==> src/rtl/cpu_pkg.sv <==
// rtl/cpu_pkg.sv - shared CPU types, ALU op codes, forwarding selects and ID/EX stage register layout
// Contents:
//   ALU_* op codes        5-bit ALU operation encodings
//   FWD_* selects         2-bit operand source selects from the forwarding unit
//   idex_reg_t            ID/EX stage register fields
//   IDEX_BUBBLE           all-zero stage register (reset and bubble value)
//   fwd_select()          forwarding decision for one source register

package cpu_pkg;

    localparam logic [4:0] ALU_ADDU  = 5'b00000;
    localparam logic [4:0] ALU_SUBU  = 5'b00001;
    localparam logic [4:0] ALU_AND   = 5'b00010;
    localparam logic [4:0] ALU_OR    = 5'b00011;
    localparam logic [4:0] ALU_XOR   = 5'b00100;
    localparam logic [4:0] ALU_NOR   = 5'b00101;
    localparam logic [4:0] ALU_SLT   = 5'b00110;
    localparam logic [4:0] ALU_SLTU  = 5'b00111;
    localparam logic [4:0] ALU_SLL   = 5'b01000;
    localparam logic [4:0] ALU_SRL   = 5'b01001;
    localparam logic [4:0] ALU_SRA   = 5'b01010;
    localparam logic [4:0] ALU_SLLV  = 5'b01011;
    localparam logic [4:0] ALU_SRLV  = 5'b01100;
    localparam logic [4:0] ALU_SRAV  = 5'b01101;
    localparam logic [4:0] ALU_LUI   = 5'b01110;
    localparam logic [4:0] ALU_ADD   = 5'b01111;
    localparam logic [4:0] ALU_SUB   = 5'b10000;
    localparam logic [4:0] ALU_MULT  = 5'b10001;
    localparam logic [4:0] ALU_MULTU = 5'b10010;
    localparam logic [4:0] ALU_DIV   = 5'b10011;
    localparam logic [4:0] ALU_DIVU  = 5'b10100;
    localparam logic [4:0] ALU_MFHI  = 5'b10101;
    localparam logic [4:0] ALU_MFLO  = 5'b10110;
    localparam logic [4:0] ALU_JR    = 5'b10111;

    localparam logic [1:0] FWD_REG   = 2'b00;
    localparam logic [1:0] FWD_MEMWB = 2'b01;
    localparam logic [1:0] FWD_EXMEM = 2'b10;

    typedef struct packed {
        logic        valid;
        logic [31:0] pc;
        logic [31:0] rs_val;
        logic [31:0] rt_val;
        logic [31:0] imm;
        logic [4:0]  shamt;
        logic [4:0]  rs;
        logic [4:0]  rt;
        logic [4:0]  rd;
        logic [4:0]  aluctr;
        logic        alusrc;
        logic        shiftsrc;
        logic        regwrite;
        logic        memread;
        logic        memwrite;
        logic        memtoreg;
    } idex_reg_t;

    // A bubble is an all-zero register: not valid, no writes, addu, rd=$0.
    localparam idex_reg_t IDEX_BUBBLE = '0;

    // EX/MEM is the younger producer, so it wins over MEM/WB; $0 is never forwarded.
    function automatic logic [1:0] fwd_select(
        input logic [4:0] src,
        input logic       exmem_regwrite,
        input logic [4:0] exmem_rd,
        input logic       memwb_regwrite,
        input logic [4:0] memwb_rd
    );
        if (exmem_regwrite && (exmem_rd != 5'd0) && (exmem_rd == src))
            return FWD_EXMEM;
        else if (memwb_regwrite && (memwb_rd != 5'd0) && (memwb_rd == src))
            return FWD_MEMWB;
        else
            return FWD_REG;
    endfunction

endpackage

==> src/rtl/fwd_unit.sv <==
// rtl/fwd_unit.sv - combinational RAW forwarding select for the EX-stage rs/rt operands
// Ports:
//   rs, rt                         registered source register numbers in EX
//   exmem_regwrite, exmem_rd       EX/MEM producer tag
//   memwb_regwrite, memwb_rd       MEM/WB producer tag
//   fwd_a, fwd_b                   FWD_* select for rs and rt

module fwd_unit
    import cpu_pkg::*;
(
    input  logic [4:0] rs,
    input  logic [4:0] rt,
    input  logic       exmem_regwrite,
    input  logic [4:0] exmem_rd,
    input  logic       memwb_regwrite,
    input  logic [4:0] memwb_rd,
    output logic [1:0] fwd_a,
    output logic [1:0] fwd_b
);

    always_comb begin
        fwd_a = fwd_select(rs, exmem_regwrite, exmem_rd, memwb_regwrite, memwb_rd);
        fwd_b = fwd_select(rt, exmem_regwrite, exmem_rd, memwb_regwrite, memwb_rd);
    end

endmodule

==> src/rtl/idex_stage.sv <==
// rtl/idex_stage.sv - ID/EX pipeline register with forwarding, load-use stall, flush and hold
// Ports:
//   clk, rst                        clock, synchronous active-high reset
//   hold, flush                     global freeze; squash of the instruction entering EX
//   id_*                            decoded instruction fields from ID
//   exmem_*, memwb_*                forwarding sources
//   alu_a, alu_b, alu_aluctr        EX-stage ALU operands and op code
//   ex_store_data                   forwarded rt value for stores
//   ex_pc, ex_rd, ex_valid, ex_*    registered instruction fields in EX
//   stall_id                        freeze PC and IF/ID (load-use hazard)

module idex_stage
    import cpu_pkg::*;
(
    input  logic        clk,
    input  logic        rst,
    input  logic        hold,
    input  logic        flush,
    input  logic        id_valid,
    input  logic [31:0] id_pc,
    input  logic [31:0] id_rs_val,
    input  logic [31:0] id_rt_val,
    input  logic [31:0] id_imm,
    input  logic [4:0]  id_shamt,
    input  logic [4:0]  id_rs,
    input  logic [4:0]  id_rt,
    input  logic [4:0]  id_rd,
    input  logic        id_use_rs,
    input  logic        id_use_rt,
    input  logic [4:0]  id_aluctr,
    input  logic        id_alusrc,
    input  logic        id_shiftsrc,
    input  logic        id_regwrite,
    input  logic        id_memread,
    input  logic        id_memwrite,
    input  logic        id_memtoreg,
    input  logic        exmem_regwrite,
    input  logic [4:0]  exmem_rd,
    input  logic [31:0] exmem_result,
    input  logic        memwb_regwrite,
    input  logic [4:0]  memwb_rd,
    input  logic [31:0] memwb_result,
    output logic [31:0] alu_a,
    output logic [31:0] alu_b,
    output logic [4:0]  alu_aluctr,
    output logic [31:0] ex_store_data,
    output logic [31:0] ex_pc,
    output logic [4:0]  ex_rd,
    output logic        ex_valid,
    output logic        ex_regwrite,
    output logic        ex_memread,
    output logic        ex_memwrite,
    output logic        ex_memtoreg,
    output logic        stall_id
);

    idex_reg_t  ex_r;
    idex_reg_t  id_in;
    logic [1:0] fwd_a;
    logic [1:0] fwd_b;
    logic [31:0] fwd_rs;
    logic [31:0] fwd_rt;
    logic        src_match;

    always_comb begin
        id_in          = IDEX_BUBBLE;
        id_in.valid    = id_valid;
        id_in.pc       = id_pc;
        id_in.rs_val   = id_rs_val;
        id_in.rt_val   = id_rt_val;
        id_in.imm      = id_imm;
        id_in.shamt    = id_shamt;
        id_in.rs       = id_rs;
        id_in.rt       = id_rt;
        id_in.rd       = id_rd;
        id_in.aluctr   = id_aluctr;
        id_in.alusrc   = id_alusrc;
        id_in.shiftsrc = id_shiftsrc;
        id_in.regwrite = id_regwrite;
        id_in.memread  = id_memread;
        id_in.memwrite = id_memwrite;
        id_in.memtoreg = id_memtoreg;
    end

    // A load in EX cannot forward its data in time for the ID instruction.
    // A flush squashes the ID instruction anyway, so no stall is needed then.
    always_comb begin
        src_match = (id_use_rs && (id_rs == ex_r.rd)) || (id_use_rt && (id_rt == ex_r.rd));
        stall_id  = !flush && ex_r.valid && ex_r.memread && (ex_r.rd != 5'd0)
                    && id_valid && src_match;
    end

    // Hold freezes the register outright, so a stall stays asserted and a
    // flush is lost until the branch logic re-presents it.
    always_ff @(posedge clk) begin
        if (rst)
            ex_r <= IDEX_BUBBLE;
        else if (!hold) begin
            if (flush || stall_id)
                ex_r <= IDEX_BUBBLE;
            else
                ex_r <= id_in;
        end
    end

    fwd_unit u_fwd_unit (
        .rs             (ex_r.rs),
        .rt             (ex_r.rt),
        .exmem_regwrite (exmem_regwrite),
        .exmem_rd       (exmem_rd),
        .memwb_regwrite (memwb_regwrite),
        .memwb_rd       (memwb_rd),
        .fwd_a          (fwd_a),
        .fwd_b          (fwd_b)
    );

    always_comb begin
        case (fwd_a)
            FWD_EXMEM: fwd_rs = exmem_result;
            FWD_MEMWB: fwd_rs = memwb_result;
            default:   fwd_rs = ex_r.rs_val;
        endcase
        case (fwd_b)
            FWD_EXMEM: fwd_rt = exmem_result;
            FWD_MEMWB: fwd_rt = memwb_result;
            default:   fwd_rt = ex_r.rt_val;
        endcase
    end

    assign alu_a         = ex_r.shiftsrc ? {27'b0, ex_r.shamt} : fwd_rs;
    assign alu_b         = ex_r.alusrc ? ex_r.imm : fwd_rt;
    assign alu_aluctr    = ex_r.aluctr;
    assign ex_store_data = fwd_rt;
    assign ex_pc         = ex_r.pc;
    assign ex_rd         = ex_r.rd;
    assign ex_valid      = ex_r.valid;
    assign ex_regwrite   = ex_r.regwrite;
    assign ex_memread    = ex_r.memread;
    assign ex_memwrite   = ex_r.memwrite;
    assign ex_memtoreg   = ex_r.memtoreg;

endmodule

==> config.mk <==
export PLATFORM = sky130hd
export DESIGN_NAME = idex_stage
export DESIGN_NICKNAME = d
export VERILOG_FILES = /design/src/rtl/cpu_pkg.sv /design/src/rtl/fwd_unit.sv /design/src/rtl/idex_stage.sv
export SDC_FILE = /design/constraint.sdc
export NUM_CORES = 1
export LEC_CHECK = 0
export CORE_ASPECT_RATIO = 1.2
export CORE_MARGIN = 5
export CORE_UTILIZATION = 37
export CTS_BUF_LIST = sky130_fd_sc_hd__clkbuf_4
export CTS_CLUSTER_DIAMETER = 100
export DETAILED_ROUTE_END_ITERATION = 10
export GPL_TIMING_DRIVEN = 0
export PLACE_DENSITY_LB_ADDON = 0.2
export SLEW_MARGIN = 20
export SYNTH_ARGS = -nofsm -noshare
export SYNTH_HDL_FRONTEND = slang
export SYNTH_SLANG_ARGS = --single-unit
export TNS_END_PERCENT = 100
==> constraint.sdc <==
create_clock -name clk -period 2 [get_ports clk]
set_input_delay 0.3 -clock clk [delete_from_list [all_inputs] [get_ports clk]]
set_output_delay 0.3 -clock clk [all_outputs]
set_load 0.005 [all_outputs]
==> reports/results.ini <==
[pwr]
vdd_drop_max_mv=0.359
seqPwrFrac_pct=47.8
leakagePower_nw=5.85
p_sw_share_pct=30.8
pwr-share-clk_pct=25.4
p_total_mw=7.14
switchingPower_mw=2.20
p_int_mw=4.94
powerDensity_nw_per_um2=485
comb_power_share_pct=26.8

[timing]
worstMarginPinSlew_ps=889
clock_skew_ps=19.3
rsz0062_at_grt=yes
slew_violations=0
hold_ws_ps=316
fin_crit_sh_pct=144
setup_ws_ps=-877
fmax_ghz=0.348
period_needed_ps=2880
setup_violations=97
finalHoldViolCount=0
relSlewSlack_pct=40.8

[floorplanning]
row_count=57
initial_core_util_pct=37.6
dieWidth_um=141
io_pins=386
core-area_um2=20300
fp.dieH_um=167
die_area_um2=23500

[layout]
nets=1549
final_cell_mix=clkdlybuf4s50_1, a22o_1, dfxtp_1, buf_2, buf_4
layout-drive-gt1-share_pct=42.4
final_cells=1590
syn_to_final_growth_pct=93.4
n_fill_cell=1491
mostFrequentLayoutCell=clkdlybuf4s50_1

[detailed_routing]
drt_pass1_iterations=5
vias_per_cell=5.59
postRouteAntennaNets=0
drc_errors=0
vias=8885
drt_iter0_drc=513
drt_wl_total_mm=38.2
avgRoutedWirePerCell_um=24.0

[global_routing]
grt_pass1_vias=9259
grt_pass1_wl_mm=54.6
antenna_found_initial=5
track_usage_pct=30.2
overflow=0
grt_max_degree=17

[setup_path]
path_class=flip-flop to primary output
cp.required_ps=1700
endpoint_kind=primary output
cp-start-kind=flip-flop
arrival_ps=2580
cp_max_fo=7

[synthesis]
syn_nets=1065
synth_area_um2=7610
syn_inst=823
avgSynthCellArea_um2=9.24
synth_cell_types=36
ys_seq_elements=160
yosysWarningCount=0
ys_seq_area_share_pct=42.1

[clocking]
ctsHtreeMaxLevel=4
cts_hold_buffers=0
clockBufferDepth=2
root_buffer=clkbuf_4
clkLatencyLatePin_ps=550
path_clk_slew_ps=160
cts_sinks=160
cts_buffers=17
cts_tree=built

[placed_design]
dp.cells=1473
gp_congestion=0.873
hpwl_mm=26.5
port_buffers=385

[flow_run]
maxCapViolations=0

[worst_hold_path]
hold_path_class=primary input to flip-flop

[status]
violations=setup timing
status=finished, violations left

==> stage by stage <==
step | utilization (%) | TNS, ps | cell area, µm² | setup WS, ps
finish | 72.6 | -69530 | 14700 | -877
global route | 72.6 | -80780 | 14700 | -999
CTS | 68.7 | -68700 | 13900 | -852
detailed placement | 59.2 | -255570 | 12000 | -1910
global placement | 59.2 | -243570 | 12000 | -1860
floorplan | - | -172 | 7800 | -41.2
==> power groups by stage <==
| stage | combinational [mW] | clock [mW] | sequential (mW) |
|---|---|---|---|
| 2_1_floorplan | 0.573 | 0 | 3.44 |
| 3_3_place_gp | 1.60 | 0 | 3.47 |
| 3_5_place_dp | 1.61 | 0 | 3.47 |
| 4_1_cts | 1.78 | 1.85 | 3.41 |
| 5_1_grt | 2.01 | 1.97 | 3.43 |
| 6_report | 1.91 | 1.81 | 3.41 |
==> flip-flops by register name (all words and copies together) (netlist names) <==
| register | cells |
|---|---|
| ex_pc | 32 |
| ex_memtoreg | 1 |
| ex_regwrite | 1 |
| ex_memwrite | 1 |
| ex_memread | 1 |
| ex_rd | 5 |
| ex_valid | 1 |
| ex_r | 113 |
| alu_aluctr | 5 |
==> critical path, stage by stage (launching register included) <==
cell,delay (ps)
dfxtp_2,360
buf_6,120
xor2_2,160
nor3_2,240
buf_4,160
a31oi_4,120
buf_6,160
clkbuf_16,140
buf_12,140
a221oi_4,250
buf_2,160
==> cell families after synthesis <==
kind of cell / share of synthesized area [%]
buf+inv: 10.4
flops: 42.1
compound gates: 29.7
mux: 4.21
simple gates: 10.1
xor+xnor: 3.45
==> worst paths after layout <==
| kind | from | end | slack (ps) | depth (start not counted) |
|---|---|---|---|---|
| hold reg to reg | ex_r[121]$_SDFFE_PP0N_ | ex_r[121]$_SDFFE_PP0N_ | 490 | 1 |
| setup / recovery | ex_r[18]$_SDFFE_PP0N_ | alu_b[21] | -880 | 10 |
| setup reg to reg | ex_rd[4]$_SDFFE_PP0N_ | ex_r[96]$_SDFFE_PP0N_ | 70 | 8 |
| hold / removal | id_imm[7] | ex_r[38]$_SDFFE_PP0N_ | 320 | 2 |
==> timing repair <==
action | 4_1_cts | 5_1_grt
gates resized for setup | 755 | 127
endpoints found under the setup margin | 262 | 183
gates cloned | 10 | 3
endpoints found under the hold margin | 0 | 0
pin swaps | 83 | 38
buffers inserted | 55 | 16
==> synthesized netlist by cell type <==
cell type | count | area [µm²]
nand4_1 | 3 | 18.8
a211oi_1 | 2 | 15.0
o21ba_2 | 4 | 40.0
a21oi_1 | 32 | 160
nor3_2 | 1 | 10.0
xnor2_1 | 14 | 123
buf_2 | 18 | 90.1
nand3_2 | 1 | 10.0
a31oi_1 | 2 | 12.5
or4_4 | 1 | 11.3
xor2_1 | 16 | 140
o22ai_1 | 1 | 6.26
o31ai_2 | 1 | 12.5
clkbuf_1 | 52 | 195
nand2_1 | 58 | 218
a311oi_1 | 27 | 236
nand3_1 | 7 | 35.0
mux2i_1 | 32 | 320
and3_1 | 2 | 12.5
nor3_1 | 34 | 170
buf_6 | 4 | 45.0
dfxtp_1 | 160 | 3200
o21ai_2 | 1 | 8.76
nor4_4 | 1 | 21.3
and4b_1 | 1 | 10.0
nor2b_1 | 1 | 6.26
a22o_1 | 164 | 1440
o21a_1 | 1 | 7.51
o221ai_1 | 4 | 35.0
inv_1 | 38 | 143
a221oi_1 | 32 | 280
buf_4 | 42 | 315
or3_1 | 1 | 6.26
nor4_1 | 1 | 6.26
nor2_1 | 63 | 236
o221a_1 | 1 | 11.3
==> per-layer routing <==
layer	global-route usage, %	wire (µm)	vias to the layer above	share of wire (%)
li1	-	-	4000	-
met1	33.2	13800	4276	36
met2	51.7	18800	488	49
met3	8.49	3190	121	8.4
met4	17.9	2410	0	6.3
met5	0	0	-	0
==> final cells by class <==
cell class	count	area [µm²]	share of cell area, %
Sequential cell	160	3240	22.0
Timing Repair Buffer	466	4380	29.8
Antenna cell	5	12.5	0.0850
Buffer	115	1020	6.93
Clock buffer	17	128	0.867
Multi-Input combinational cell	509	5350	36.4
Tap cell	265	332	2.25
Inverter	38	143	0.969
Clock inverter	15	110	0.748
Power figures use the tool's default switching activity.
